File: config.mk
export PLATFORM = sky130hd
export DESIGN_NAME = codec_sample_bridge
export DESIGN_NICKNAME = d
export VERILOG_FILES = /design/src/rtl/codec_sample_bridge.sv
export SDC_FILE = /design/constraint.sdc
export NUM_CORES = 1
export LEC_CHECK = 0
export ABC_CLOCK_PERIOD_IN_PS = 4000
export CAP_MARGIN = 10
export CORE_MARGIN = 4
export CORE_UTILIZATION = 25
export CTS_CLUSTER_SIZE = 8
export DETAILED_ROUTE_END_ITERATION = 12
export PLACE_DENSITY_LB_ADDON = 0.12
export SLEW_MARGIN = 20
export SYNTH_ARGS = -nofsm -noshare
export SYNTH_HDL_FRONTEND = slang
export SYNTH_SLANG_ARGS = --single-unit
File: constraint.sdc
create_clock -name clk -period 4 [get_ports clk]
set_input_delay 1.2 -clock clk [delete_from_list [all_inputs] [get_ports clk]]
set_output_delay 1.2 -clock clk [all_outputs]
set_load 0.02 [all_outputs]
File: src/rtl/codec_sample_bridge.sv
// Bridges codec ADC frames to a downstream filter as a mono sample stream. When the codec
// stops producing frames, an internal divider takes over the sample timing.
module codec_sample_bridge #(
  parameter int unsigned W       = 24,
  parameter int unsigned DIV     = 5000,
  parameter int unsigned TIMEOUT = 8192
) (
  input  logic         clk,
  input  logic         reset_n,
  input  logic         ready,
  input  logic [W-1:0] l_bus_out,
  input  logic [W-1:0] r_bus_out,
  input  logic [1:0]   mode,
  input  logic         filter_busy,
  input  logic         clr_ovr,
  output logic [W-1:0] data_out,
  output logic         sample_trig,
  output logic         overrun,
  output logic         fallback
);

  localparam int unsigned IdleW = ($clog2(TIMEOUT + 1) > 16) ? $clog2(TIMEOUT + 1) : 16;
  localparam int unsigned DivW  = (DIV > 1) ? $clog2(DIV) : 1;

  typedef enum logic [1:0] {
    StIdle,
    StCapture,
    StIssue
  } state_e;

  state_e           state_q;
  logic             ready_q;
  logic [W-1:0]     l_lat_q;
  logic [W-1:0]     r_lat_q;
  logic [W-1:0]     data_q;
  logic             sample_trig_q;
  logic             overrun_q;
  logic             fallback_q;
  logic [IdleW-1:0] idle_cnt_q;
  logic [DivW-1:0]  div_cnt_q;

  logic             rise;
  logic             fb_tick;
  logic             ovr_set;
  logic [W:0]       sum;
  logic [W-1:0]     mix;

  assign rise    = ready && !ready_q;
  // A ready edge always wins over the divider: it ends fallback in the same cycle.
  assign fb_tick = fallback_q && !rise && (div_cnt_q == DivW'(DIV - 1));
  assign ovr_set = (rise && ((state_q != StIdle) || filter_busy)) || (fb_tick && filter_busy);

  // Sign-extended sum then drop the LSB: arithmetic shift, rounds toward minus infinity.
  assign sum = {l_lat_q[W-1], l_lat_q} + {r_lat_q[W-1], r_lat_q};

  always_comb begin
    mix = '0;
    unique case (mode)
      2'b00: mix = l_lat_q;
      2'b01: mix = r_lat_q;
      2'b10: mix = sum[W:1];
      2'b11: mix = '0;
    endcase
  end

  always_ff @(posedge clk or negedge reset_n) begin
    if (!reset_n) begin
      state_q       <= StIdle;
      ready_q       <= 1'b0;
      l_lat_q       <= '0;
      r_lat_q       <= '0;
      data_q        <= '0;
      sample_trig_q <= 1'b0;
      overrun_q     <= 1'b0;
      fallback_q    <= 1'b0;
      idle_cnt_q    <= '0;
      div_cnt_q     <= '0;
    end else begin
      ready_q       <= ready;
      sample_trig_q <= 1'b0;

      case (state_q)
        StIdle: begin
          if (rise && !filter_busy) begin
            l_lat_q <= l_bus_out;
            r_lat_q <= r_bus_out;
            state_q <= StCapture;
          end else if (fb_tick && !filter_busy) begin
            sample_trig_q <= 1'b1;
          end
        end
        StCapture: begin
          data_q        <= mix;
          sample_trig_q <= 1'b1;
          state_q       <= StIssue;
        end
        StIssue: state_q <= StIdle;
        default: state_q <= StIdle;
      endcase

      if (ovr_set) begin
        overrun_q <= 1'b1;
      end else if (clr_ovr) begin
        overrun_q <= 1'b0;
      end

      if (rise) begin
        idle_cnt_q <= '0;
      end else if (idle_cnt_q != IdleW'(TIMEOUT)) begin
        idle_cnt_q <= idle_cnt_q + 1'b1;
      end

      if (rise) begin
        fallback_q <= 1'b0;
      end else if (idle_cnt_q == IdleW'(TIMEOUT)) begin
        fallback_q <= 1'b1;
      end

      if (!fallback_q || rise || fb_tick) begin
        div_cnt_q <= '0;
      end else begin
        div_cnt_q <= div_cnt_q + 1'b1;
      end
    end
  end

  assign data_out    = data_q;
  assign sample_trig = sample_trig_q;
  assign overrun     = overrun_q;
  assign fallback    = fallback_q;

endmodule

==> results.ini <==
[run_status]
status = completed

[routing]
drtPass1Iterations = 4
routed_via_density = 4.57
drt_iter0_drc = 113
wl_per_cell_microns = 15.4
ant_nets = 0
route.detailed.drc = 0
totalWireLength_mm = 14.9
num_vias = 4425

[cells_and_area]
drive_gt1_share_pct = 13.0
fin_area_sq_um = 7360
diodes = 0
fillCellCount = 2380
syn2layout_area_growth_pct = 25.8
nNetsFinal = 732

[sta]
worst_slew_pin_slew_ns = 0.596
fin_crit_ns = 2.76
slew_headroom_pct = 60.3
hold_viol_final = 0
fin_tns_setup_ns = 0
timing.hold.ws_ns = 0.470
finalSetupViolations = 0
fin_ws_ns = 1.24
max_freq_mhz = 362
rsz0062_at_grt = no
drv_slew = 0
layout_worst_path_cycle_share_pct = 69.1
final.setup_skew_ns = 0.00727

[logic_synthesis]
syn-num-nets = 657
synth_edf_count = 0
yosys_warnings = 0
synth.distinct_cells = 51
synthCells = 575
synth_top_area_cell = dfrtp_1
yosys-top-cells-area = dfrtp_1 (46%), mux2_2 (10%), ha_1 (5.6%)
synth_top_area_share_pct = 45.7
synth.most_common_cell = dfrtp_1
ys_ff_latch = 107
ys_seq_area_share_pct = 45.7
ys.flop_type = dfrtp_1
synthTopCellsByCount = dfrtp_1 (107), nor2_1 (59), mux2_2 (53)
synthesis.area_sq_um = 5850
async_reset_ff_share_pct = 100
avgSynthCellArea_sq_um = 10.2

[power_and_ir_drop]
p_per_area_nw_per_um2 = 545
ir_drop_v = 0.000228
power_switching_uw = 1420
power.share.clock_pct = 24.0
power_uw = 4010
switching_share_pct = 35.4
sequentialPowerShare_pct = 36.5
comb_power_share_pct = 39.5
internal_power_uw = 2590
p_leak_uw = 0.00309

[placement]
routabilityCongestion = 0.819
place.detailed.hpwl_mm = 10.9
place_area_sq_um = 7050
port-buffer-count = 81
dp_slack_ns = 0.874

[grt]
grt_overflow = 0
antenna_found_initial = 0
grt_max_degree = 65
track_usage_pct = 12.0
grt_pass1_vias = 4757
grt_pass1_wl_mm = 25.0

[floorplanning]
die_w_microns = 161
rows = 55
ios = 82
coreArea_sq_um = 22800
dieArea_sq_um = 25900
start_util_pct = 25.6
die_y_microns = 161

[worst_setup_path]
arrival_ns = 3.00
required_ns = 4.24
start_kind = input pin
cp_num_buf_inv = 3
crit_family = buffers and inverters
crit_type = in -> reg
startpoint = ready
slowest_delay_ns = 0.49
cp_slowest_cell = clkdlybuf4s50_1
r2r_start = l_lat_q[11]
crit_fanout = 49
ff2ff_path_depth = 8
path_cells = clkdlybuf4s50_1 -> nor2b_1 -> buf_4 -> and3_2 -> buf_12 -> mux2_2
r2r_setup_slack_ns = 1.33
cp-endpoint = l_lat_q[8]
r2r_end = data_out[20]
path_depth = 6
cp-end-kind = register

[clocking]
htree_levels = 3
clock-sinks = 107
cts_buffers = 9
cts_tree = yes
cts_resized = 0
cts_setup_buffers = 0
clk_pin_slew_ns = 0.07
clock_latency_ns = 0.35
cts_buffer_depth = 2
cts_root_buf = clkbuf_16
hold_buffers = 0

[min_path]
hold_path_depth = 1
hold_class = reg -> reg

[flow_run]
cap_violations = 0

==> layer usage <==
metal  up-vias  wire [microns]  track usage, %
met5         -               0               0
met1      2169            7240            15.8
li1       2180               -               -
met4         0             208            3.33
met2        63            6990            19.7
met3        13             495            2.83
==> registers in the layout (all words and copies together) (netlist names) <==
name,flops
data_out,24
l_lat_q,24
r_lat_q,24
idle_cnt_q,16
div_cnt_q,13
state_q,2
fallback,1
overrun,1
ready_q,1
sample_trig,1
==> metrics by stage <==
step                std cells  util (%)
floorplan                 575         -
CTS                       968      32.2
global placement          952      30.9
global route              968      32.2
detailed placement        952      30.9
finish                    968      32.2
==> logic make-up after synthesis <==
family                     synth area share, %
DFF                                       45.7
AOI/OAI and AO/OA                         12.7
xor gates and xnor gates                  6.43
adders and majority gates                 5.90
and+or+nand+nor                           12.8
buffers and inverters                     2.95
muxes                                     13.4
==> worst min-delay path by stage <==
stage | startpoint | endpoint | slack (ns)
floorplan | state_q[1] | sample_trig | 0.42
global placement | data_out[3] | data_out[3] | 0.47
detailed placement | state_q[1] | sample_trig | 0.47
CTS | state_q[1] | sample_trig | 0.48
global route | div_cnt_q[0] | div_cnt_q[0] | 0.51
finish | state_q[1] | sample_trig | 0.47
==> cells in the final DEF, fill, tap and decap left out, types with 2 or more instances in the layout <==
| master | count |
|---|---|
| a211oi_1 | 2 |
| a21o_1 | 6 |
| a21oi_1 | 45 |
| a22oi_1 | 6 |
| a31oi_1 | 4 |
| and3_1 | 7 |
| buf_12 | 3 |
| buf_4 | 6 |
| bufinv_16 | 2 |
| clkbuf_1 | 3 |
| clkbuf_16 | 9 |
| clkdlybuf4s50_1 | 80 |
| dfrtp_1 | 107 |
| ha_1 | 26 |
| inv_1 | 19 |
| mux2_2 | 53 |
| mux2i_1 | 19 |
| nand2_1 | 34 |
| nand2b_1 | 3 |
| nand3_1 | 20 |
| nand4_1 | 7 |
| nor2_1 | 59 |
| nor2b_1 | 4 |
| nor3_1 | 9 |
| nor3b_1 | 2 |
| nor4_1 | 2 |
| o2111ai_1 | 2 |
| o211ai_1 | 2 |
| o21ai_0 | 36 |
| o21ai_1 | 6 |
| or3_1 | 5 |
| xnor2_1 | 20 |
| xor2_1 | 23 |
==> power by group through the flow <==
stage	logic, uW	registers, uW	clock network, uW
floorplan	999	1540	0
global placement	1560	1480	0
detailed placement	1590	1490	0
CTS	1600	1470	1000
global route	1760	1500	1050
finish	1580	1460	962
==> area by class of cell <==
type                    count  area [sq um]  share of cell area (%)
multi-input cells         424          3000                    40.8
well taps                 313           392                    5.32
clock inverters             4          73.8                    1.00
clock buffers              12           236                    3.21
inverters                  19          71.3                   0.969
flip-flops and latches    107          2680                    36.4
repair buffers             89           906                    12.3
Note: power is estimated with default switching activity, not from simulation.
